==> src/rtl/sme_bank_lsu.sv <==
// Share-bank load/store sequencer: one word transaction per instruction, IDLE->REQ->RSP->DONE.
// Best case accept-to-done is 3 cycles; ready only in IDLE, request held until mem_gnt.
module sme_bank_lsu #(
    parameter int XLEN = 32
) (
    input  logic            g_clk,
    input  logic            g_reset,
    input  logic            flush,
    input  logic            valid,
    output logic            ready,
    input  logic            op_load,
    input  logic            op_store,
    input  logic [XLEN-1:0] addr,
    input  logic [3:0]      rd_addr,
    output logic            bank_read,
    input  logic [XLEN-1:0] bank_rdata,
    output logic            bank_wen,
    output logic [3:0]      bank_waddr,
    output logic [XLEN-1:0] bank_wdata,
    output logic            mem_req,
    input  logic            mem_gnt,
    output logic            mem_wen,
    output logic [XLEN-1:0] mem_addr,
    output logic [XLEN-1:0] mem_wdata,
    output logic [3:0]      mem_strb,
    input  logic            mem_rsp_valid,
    input  logic [XLEN-1:0] mem_rsp_rdata,
    input  logic            mem_rsp_error,
    output logic            done,
    output logic            error
);
    localparam int XL = XLEN - 1;

    typedef enum logic [1:0] {S_IDLE, S_REQ, S_RSP, S_DONE} state_t;

    state_t        state_q, state_d;
    logic [XL:2]   addr_q, addr_d;
    logic [XL:0]   data_q, data_d;
    logic [3:0]    rd_q, rd_d;
    logic          load_q, load_d;
    logic          err_q, err_d;
    logic          flushed_q, flushed_d;
    logic          accept;

    assign ready     = (state_q == S_IDLE) && !g_reset;
    assign accept    = valid && ready && (op_load ^ op_store) && !flush;
    assign bank_read = accept && op_store;

    always_ff @(posedge g_clk) begin
        if (g_reset) begin
            state_q   <= S_IDLE;
            addr_q    <= '0;
            data_q    <= '0;
            rd_q      <= '0;
            load_q    <= 1'b0;
            err_q     <= 1'b0;
            flushed_q <= 1'b0;
        end else begin
            state_q   <= state_d;
            addr_q    <= addr_d;
            data_q    <= data_d;
            rd_q      <= rd_d;
            load_q    <= load_d;
            err_q     <= err_d;
            flushed_q <= flushed_d;
        end
    end

    always_comb begin
        state_d   = state_q;
        addr_d    = addr_q;
        data_d    = data_q;
        rd_d      = rd_q;
        load_d    = load_q;
        err_d     = err_q;
        flushed_d = flushed_q;
        case (state_q)
            S_IDLE: begin
                if (accept) begin
                    addr_d    = addr[XL:2];
                    rd_d      = rd_addr;
                    load_d    = op_load;
                    flushed_d = 1'b0;
                    if (op_store) data_d = bank_rdata;
                    // Misaligned accesses never reach the bus; report straight away.
                    err_d   = (addr[1:0] != 2'b00);
                    state_d = (addr[1:0] != 2'b00) ? S_DONE : S_REQ;
                end
            end
            S_REQ: begin
                if (mem_gnt) begin
                    // A flush racing the grant still has a transaction in flight.
                    if (flush) flushed_d = 1'b1;
                    state_d = S_RSP;
                end else if (flush) begin
                    state_d = S_IDLE;
                end
            end
            S_RSP: begin
                if (flush) flushed_d = 1'b1;
                if (mem_rsp_valid) begin
                    data_d  = mem_rsp_rdata;
                    err_d   = mem_rsp_error;
                    state_d = (flushed_q || flush) ? S_IDLE : S_DONE;
                end
            end
            S_DONE: begin
                state_d = S_IDLE;
            end
            default: state_d = S_IDLE;
        endcase
    end

    assign mem_req    = (state_q == S_REQ);
    assign mem_wen    = mem_req && !load_q;
    assign mem_addr   = {addr_q, 2'b00};
    assign mem_wdata  = data_q;
    assign mem_strb   = mem_req ? 4'hF : 4'h0;

    assign done       = (state_q == S_DONE) && !flush;
    assign error      = done && err_q;
    assign bank_wen   = done && load_q && !err_q;
    assign bank_waddr = rd_q;
    assign bank_wdata = data_q;

endmodule

==> config.mk <==
export PLATFORM = sky130hd
export DESIGN_NAME = sme_bank_lsu
export DESIGN_NICKNAME = d
export VERILOG_FILES = /design/src/rtl/sme_bank_lsu.sv
export SDC_FILE = /design/constraint.sdc
export NUM_CORES = 1
export LEC_CHECK = 0
export BUFFER_PORTS_ARGS = -buffer_cell sky130_fd_sc_hd__buf_2
export CORE_MARGIN = 5
export CORE_UTILIZATION = 47
export DETAILED_ROUTE_END_ITERATION = 8
export HOLD_SLACK_MARGIN = 0.15
export PLACE_DENSITY = 0.87
export SETUP_SLACK_MARGIN = 0.2
export SYNTH_ARGS = -nofsm -noshare
export SYNTH_HDL_FRONTEND = slang
export SYNTH_SLANG_ARGS = --single-unit
==> constraint.sdc <==
create_clock -name g_clk -period 4.1 [get_ports g_clk]
set_clock_uncertainty 0.05 [all_clocks]
set_input_delay 0 -clock g_clk [delete_from_list [all_inputs] [get_ports g_clk]]
set_output_delay 0 -clock g_clk [all_outputs]
set_load 0.01 [all_outputs]
; ---- Word level (Yosys, flattened, before mapping)
; Cells that the tools add are included.
[word_totals]
ff_bits = 71
out_inout_bits = 111
[op_classes]
eq_ne = 8
n_mux = 19
bitwise = 1
reduce_logical = 24
[ops]
columns = cell, count
row1 = 32-bit two-way mux, 3
row2 = 32-bit one-hot mux with 2 select lines, 1
row3 = 2-bit two-way mux, 6
row4 = 1-bit logical AND, 10
row5 = 3-bit AND reduction, 3
row6 = 2-bit one-hot mux with 4 select lines, 1
row7 = "2-bit inequality test, second input constant", 3
row8 = 1-bit two-way mux, 5
row9 = "2-bit == test, second input constant", 2
row10 = 1-bit logical NOT, 4
row11 = 4-bit two-way mux, 1
row12 = 4-bit AND reduction, 1
row13 = 2-bit nonzero test, 2
row14 = "3-bit by 2-bit inequality test with 1-bit output, second input constant", 1
row15 = 1-bit one-hot mux with 3 select lines, 1
row16 = 3-bit nonzero test, 1
row17 = "2-bit by 1-bit == test with 1-bit output, second input constant", 1
row18 = 2-bit logical NOT, 1
row19 = "2-bit by 1-bit inequality test with 1-bit output, second input constant", 1
row20 = 1-bit one-hot mux with 2 select lines, 1
row21 = 2-bit AND reduction, 1
row22 = 1-bit logical OR, 1
row23 = 1-bit XOR, 1

; ---- Longest topological paths before layout
; Gate-level depths: netlist (run 1).
[logic_depth]
ltp_word = 7
ltp_mapped = 9

; ---- Worst setup path before layout (run 1)
; OpenSTA, ideal clock, no wires.
[synth_path]
path_kind = reg2reg
start = register state_q[0]
end = register data_q[17], in the netlist bank_wdata[17]
arrival_time_ns = 1.753
required_time_ns = 3.904
slack_ns = 2.151
path_stages_with_launch = 9
cell_sequence = dfxtp_1 -> inv_1 -> ha_1 -> nand3b_4 -> o32ai_4 -> and2_4 -> buf_12 -> buf_12 -> a211oi_2
[synth_via]
elab_chain_cells = 7
word_cells_on_any_way = 12
[synth_lines]
columns = item, line_no
row1 = from (decl), 36  ; state_t state_q, state_d;
row2 = from (signal assigned), 59  ; state_q <= state_d;
row3 = 2-bit logical NOT, "45, 77"
row4 = 1-bit logical AND, 45  ; assign ready = (state_q == S_IDLE) && !g_reset;
row5 = 1-bit logical AND (3 in series), 46  ; assign accept = valid && ready && (op_load ^ op_store) && !flush;
row6 = 2-bit inequality test (no line), n/a
row7 = 4-bit AND reduction (no line), n/a
row8 = to (signal assigned), 61  ; data_q <= data_d;
row9 = to (decl), 38  ; logic [XL:0] data_q, data_d;
; Several ways; a longest one is shown, not always the timed one.
; A chain may end at the register's enable or synchronous reset.

; ---- Worst setup path after layout (run 1)
[layout_path]
start = register state_q[0]
end = register data_q[9], in the netlist bank_wdata[9]
; Same word-level chain as after synthesis.

==> results of run 1 <==
## registers in the layout (all words and copies together) (netlist names)
signal,count
bank_wdata,32
addr_q,30
bank_waddr,4
state_q,2
err_q,1
flushed_q,1
load_q,1
## metal layers
layer  track usage, %  routed length, microns  up-vias
li1                 -                       -     1854
met1             26.6                    4480     1877
met4             14.8                     585        0
met5                0                       0        -
met3             7.25                     797       51
met2             47.5                    6990      200
## logic make-up (layout without fill, tap and decap cells)
kind of cell | Yosys count | count (layout) | share of synthesized area [%]
AOI/OAI and AO/OA | 112 | 112 | 22.1
xor gates and xnor gates | 1 | 1 | 0.246
adders and majority gates | 6 | 6 | 2.11
buffers and inverters | 74 | 349 | 14.4
DFF | 71 | 71 | 39.9
muxes | 33 | 33 | 9.26
other | 1 | 2 | 0.105
and+or+nand+nor | 94 | 94 | 11.9
## layout make-up
cell class | count | area (sq um) | share of cell area [%]
Clock buffer | 9 | 124 | 2.21
Clock inverter | 7 | 104 | 1.85
Inverter | 6 | 22.5 | 0.401
Multi-Input combinational cell | 248 | 1640 | 29.3
Sequential cell | 71 | 1420 | 25.3
Tap cell | 99 | 124 | 2.21
Timing Repair Buffer | 327 | 2180 | 38.8
## placed cells by master, fill, tap and decap left out, types with 2 or more instances in the layout
cell	n
mux2i_1	33
ha_1	5
dlygate4sd3_1	106
inv_6	3
clkbuf_8	9
nor3_1	2
bufinv_16	2
nor2_1	4
conb_1	2
a211oi_1	12
o21ai_0	5
a211oi_2	20
nand2_1	71
buf_4	4
nor2b_1	4
a21oi_1	68
dfxtp_1	71
inv_1	6
nand2b_1	3
buf_2	217
clkinv_4	2
## path summary, 6_finish.rpt
check	start	to	slack, ps
hold / removal	g_reset	addr_q[31]	200
hold reg to reg	addr_q[11]	addr_q[11]	410
setup / recovery	state_q[0]	bank_wdata[9]	1370
setup reg to reg	state_q[0]	bank_wdata[9]	1370
## per-stage QoR
stage | cell area (sq um) | instances | power, mW | hold slack, ps | util [%]
after global placement | 4330 | 645 | 1.60 | 190 | 59.0
after CTS | 5620 | 767 | 2.42 | 178 | 76.6
after detailed placement | 4330 | 645 | 1.63 | 197 | 59.0
final | 5620 | 767 | 2.44 | 203 | 76.6
after floorplan | 3570 | 393 | 1.48 | 5.69 | -
after global routing | 5620 | 767 | 2.57 | 194 | 76.6
## worst max-delay path, delay by kind of cell, from the launching register on
| kind | cells | cell delay, ps |
|---|---|---|
| buffers and inverters | 4 | 1130 |
| adder cells (fa/ha/maj) | 1 | 180 |
| flip-flops | 1 | 360 |
| AND/OR/NAND/NOR | 1 | 520 |
| AO/OA/AOI/OAI | 2 | 310 |
## power by group through the flow
stage | logic (mW) | registers, mW | clock network, mW
after detailed placement | 0.792 | 0.843 | 0
after global routing | 1.04 | 0.842 | 0.682
final | 0.974 | 0.833 | 0.635
after CTS | 0.949 | 0.828 | 0.644
after global placement | 0.764 | 0.839 | 0
after floorplan | 0.612 | 0.865 | 0
## what timing repair did
| item | in CTS | in global routing |
|---|---|---|
| resized for setup | 0 | 0 |
| endpoints found under the hold margin | 70 | 0 |
| hold buffers | 106 | 0 |
==> impl_metrics.json, run 1 <==
{
  "finalCritPeriodShare_pct": 66.5,
  "pwr-share-seq_pct": 34.1,
  "tightest_slew_ps": 1240,
  "die-area_sq_um": 9430,
  "yosys_most_used_dff": "dfxtp_1",
  "syn_area_per_cell_sq_um": 9.10,
  "crit_chain": "inv_1 > ha_2 > buf_4 > inv_1 > o32ai_4 > buf_4 > and2_4 > a211oi_1",
  "path_class": "reg -> reg",
  "setup_violations": 0,
  "cts.clk_slew.worst_paths_ps": 80,
  "cts_tree": "built",
  "insertion_delay_ps": 330,
  "antenna_found_initial": 0,
  "yosys_register_bits": 71,
  "p_comb_share_pct": 39.9,
  "clock_sinks": 71,
  "ys_seq_area_share_pct": 39.9,
  "switching_power_uw": 849,
  "rsz0062_at_grt": "false",
  "wl_per_cell_microns": 16.8,
  "critPathLaunchType": "flop",
  "outcome": "complete, no violations",
  "netlist_instances": 392,
  "antenna_left": 0,
  "row_count": 31,
  "drive_above_1_share_pct": 39.2,
  "arrival_ps": 2860,
  "drc": 0,
  "maxCapViolCount": 0,
  "synth_edf_count": 0,
  "via_per_inst": 5.19,
  "hold_path_class": "in -> reg",
  "final_nets": 778,
  "async_reset_ff_share_pct": 0,
  "start_util_pct": 48.6,
  "synth_top_cells_by_area": "dfxtp_1 40%, a21oi_1 9.5%, mux2i_1 9.3%",
  "post_cts_buffers": 0,
  "intPower_mw": 1.59,
  "r2r_cells": 8,
  "io_pins": 220,
  "final_hold_viol_count": 0,
  "place.gp.congestion": 0.833,
  "crit_fanout": 37,
  "leakage_nw": 2.57,
  "fin_tns_setup_ps": 0,
  "n_fill_cell": 455,
  "drt_iter0_drc": 212,
  "finalCriticalPeriod_ps": 2730,
  "grt_pass1_wl_mm": 20.4,
  "clockPowerShare_pct": 26.0,
  "wl_mm": 12.9,
  "synthTopCellsByCount": "71 x dfxtp_1, 71 x nand2_1, 68 x a21oi_1",
  "core-area_sq_um": 7330,
  "grt_util_all_layers_pct": 26.1,
  "yosysTopAreaCell": "dfxtp_1",
  "dp_hpwl_mm": 7.82,
  "relSlewSlack_pct": 17.4,
  "htree_num_levels": 3,
  "vias": 3982,
  "clock-root-buffer": "clkbuf_8",
  "grt_max_degree": 41,
  "grt_pass1_vias": 4117,
  "critPathSlowestCell": "and2_4",
  "min_path_cells": 2,
  "portBuffers": 217,
  "crit_path_max_incr_delay_ps": 520,
  "dr.pass1.iters": 4,
  "setup_slack_ps": 1370,
  "synth_cell_types": 39,
  "power_density_nw_per_um2": 435,
  "dp_slack_ps": 1440,
  "die_width_microns": 97.1,
  "fmax_mhz": 367,
  "yosysWarnings": 0,
  "clockBufferDepth": 2,
  "netlist_area_sq_um": 3570,
  "drv_slew": 0,
  "endpoint_kind": "flop",
  "switching_share_pct": 34.7,
  "grt_overflow": 0,
  "irDropWorstVdd_mv": 0.347,
  "yosys.area.top_type_share_pct": 39.9,
  "chipHeight_microns": 97.1,
  "areaGrowthSynthToFinish_pct": 57.5,
  "diodes": 0,
  "cp.required_ps": 4230,
  "cts_buffers": 9
}
(Power assumes the default switching activity.)
==> inputs of run 2 (changes only) <==
- CORE_UTILIZATION: 47 -> 43
- PLACE_DENSITY: 0.87 -> 0.8
- clock period: 4.1 -> 2.6 ns (I/O delays scaled with it)
==> impl_metrics.json, run 2 (synthesized netlist as in run 1, its figures left out) <==
{
  "power_density_nw_per_um2": 694,
  "drt_iter0_drc": 95,
  "setup_violations": 0,
  "fin_tns_setup_ps": 0,
  "layout_commonest_cell": "buf_2",
  "dr.pass1.iters": 4,
  "maxCapViolCount": 0,
  "htree_num_levels": 3,
  "grt_pass1_vias": 4176,
  "endpoint_kind": "flop",
  "grt_max_degree": 49,
  "final_hold_viol_count": 0,
  "crit_fanout": 34,
  "post_cts_buffers": 0,
  "critPathLaunch": "state_q[0]",
  "finalCritPeriodShare_pct": 87.6,
  "antenna_found_initial": 0,
  "hp-start": "g_reset",
  "areaGrowthSynthToFinish_pct": 59.9,
  "dp_slack_ps": 465,
  "r2r_start": "state_q[0]",
  "arrival_ps": 2430,
  "outcome": "complete, no violations",
  "die_width_microns": 101,
  "chipHeight_microns": 101,
  "setup_slack_ps": 323,
  "path_class": "reg -> reg",
  "r2r_end": "bank_wdata[13]",
  "start_util_pct": 43.8,
  "clockBufferDepth": 2,
  "drv_slew": 0,
  "post-route-util_pct": 70.1,
  "place.gp.congestion": 0.883,
  "row_count": 33,
  "crit_path_end": "bank_wdata[13]",
  "critPathLaunchType": "flop",
  "vias": 3921,
  "irDropWorstVdd_mv": 0.341,
  "dr_wl_met2_mm": 7.01,
  "cts_buffers": 9,
  "wl_mm": 13.0,
  "via_per_inst": 5.03,
  "place_area_sq_um": 4360,
  "insertion_delay_ps": 340,
  "grt_pass1_wl_mm": 20.5,
  "dp_hpwl_mm": 7.81,
  "clock-root-buffer": "clkbuf_8",
  "cp.required_ps": 2750,
  "drc": 0,
  "wl_met1_mm": 4.59,
  "grt_overflow": 0,
  "wl_per_cell_microns": 16.6,
  "fmax_mhz": 439,
  "fin_area_sq_um": 5700,
  "largest_reg_flops": 32,
  "drive_above_1_share_pct": 39.3,
  "io_pins": 220,
  "rsz0062_at_grt": "false",
  "relSlewSlack_pct": 66.0,
  "n_fill_cell": 588,
  "r2r_cells": 6,
  "finalCriticalPeriod_ps": 2280,
  "final_cell_mix": "217 x buf_2, 109 x dlygate4sd3_1, 71 x nand2_1, 71 x dfxtp_1, 68 x a21oi_1",
  "antenna_left": 0,
  "r2r_slack_ps": 320,
  "leakage_nw": 2.60,
  "cts.clk_slew.worst_paths_ps": 80,
  "die-area_sq_um": 10200,
  "diodes": 0,
  "hold_path_class": "in -> reg",
  "cts_tree": "built",
  "grt_util_all_layers_pct": 25.2,
  "final_nets": 784,
  "clock_sinks": 71,
  "highest_layer": "met4",
  "portBuffers": 217,
  "wl_met3_microns": 906,
  "core-area_sq_um": 8130,
  "tightest_slew_ps": 510
}
-- run 2: worst min path at each step --
stage / slack [ps] / cells past startpoint / to
4_1_cts: 170 / 5 / state_q[1]
5_1_grt: 220 / 3 / bank_wdata[12]
2_1_floorplan: 6 / 1 / done
3_3_place_gp: 190 / 3 / addr_q[24]
6_report: 200 / 4 / state_q[0]
3_5_place_dp: 200 / 3 / addr_q[10]
-- run 2: area by class of cell --
cell class              instances  area, sq um  share of cell area, %
multi-input cells             248         1640                   28.8
flip-flops and latches         71         1420                   24.9
inverters                       6         22.5                  0.395
clock inverters                 7          128                   2.24
repair buffers                333         2230                   39.2
well taps                     105          131                   2.30
clock buffers                   9          124                   2.17
-- run 2: critical path, cell delays in order, from the launching register on --
cell	delay [ps]
dfxtp_1	360
inv_1	130
ha_2	240
buf_6	370
mux2i_1	290
dlygate4sd3_1	620
a211oi_2	80
-- run 2: what timing repair did --
action / in CTS / in global routing
setup endpoints to repair: 0 / 26
endpoints found under the hold margin: 70 / 0
hold buffers: 109 / 0
gates resized for setup: 0 / 1
-- run 2: per-stage QoR --
stage | power, mW | hold WS (ps) | std cells
after floorplan | 2.33 | 5.69 | 393
after global placement | 2.54 | 190 | 654
after detailed placement | 2.59 | 196 | 654
after CTS | 3.93 | 169 | 779
after global routing | 4.18 | 219 | 779
final | 3.96 | 204 | 779
-- run 2: metal layers --
layer	vias up	track usage (%)
met5	-	0
met2	182	47.0
met4	0	12.8
met3	39	4.91
li1	1866	-
met1	1834	26.4
-- run 2: power breakdown --
part,leakage (nW),switching (mW),internal [mW]
clock network,0.126,0.451,0.653
logic,1.90,0.785,0.753
registers,0.575,0.103,1.21
total,2.60,1.34,2.62
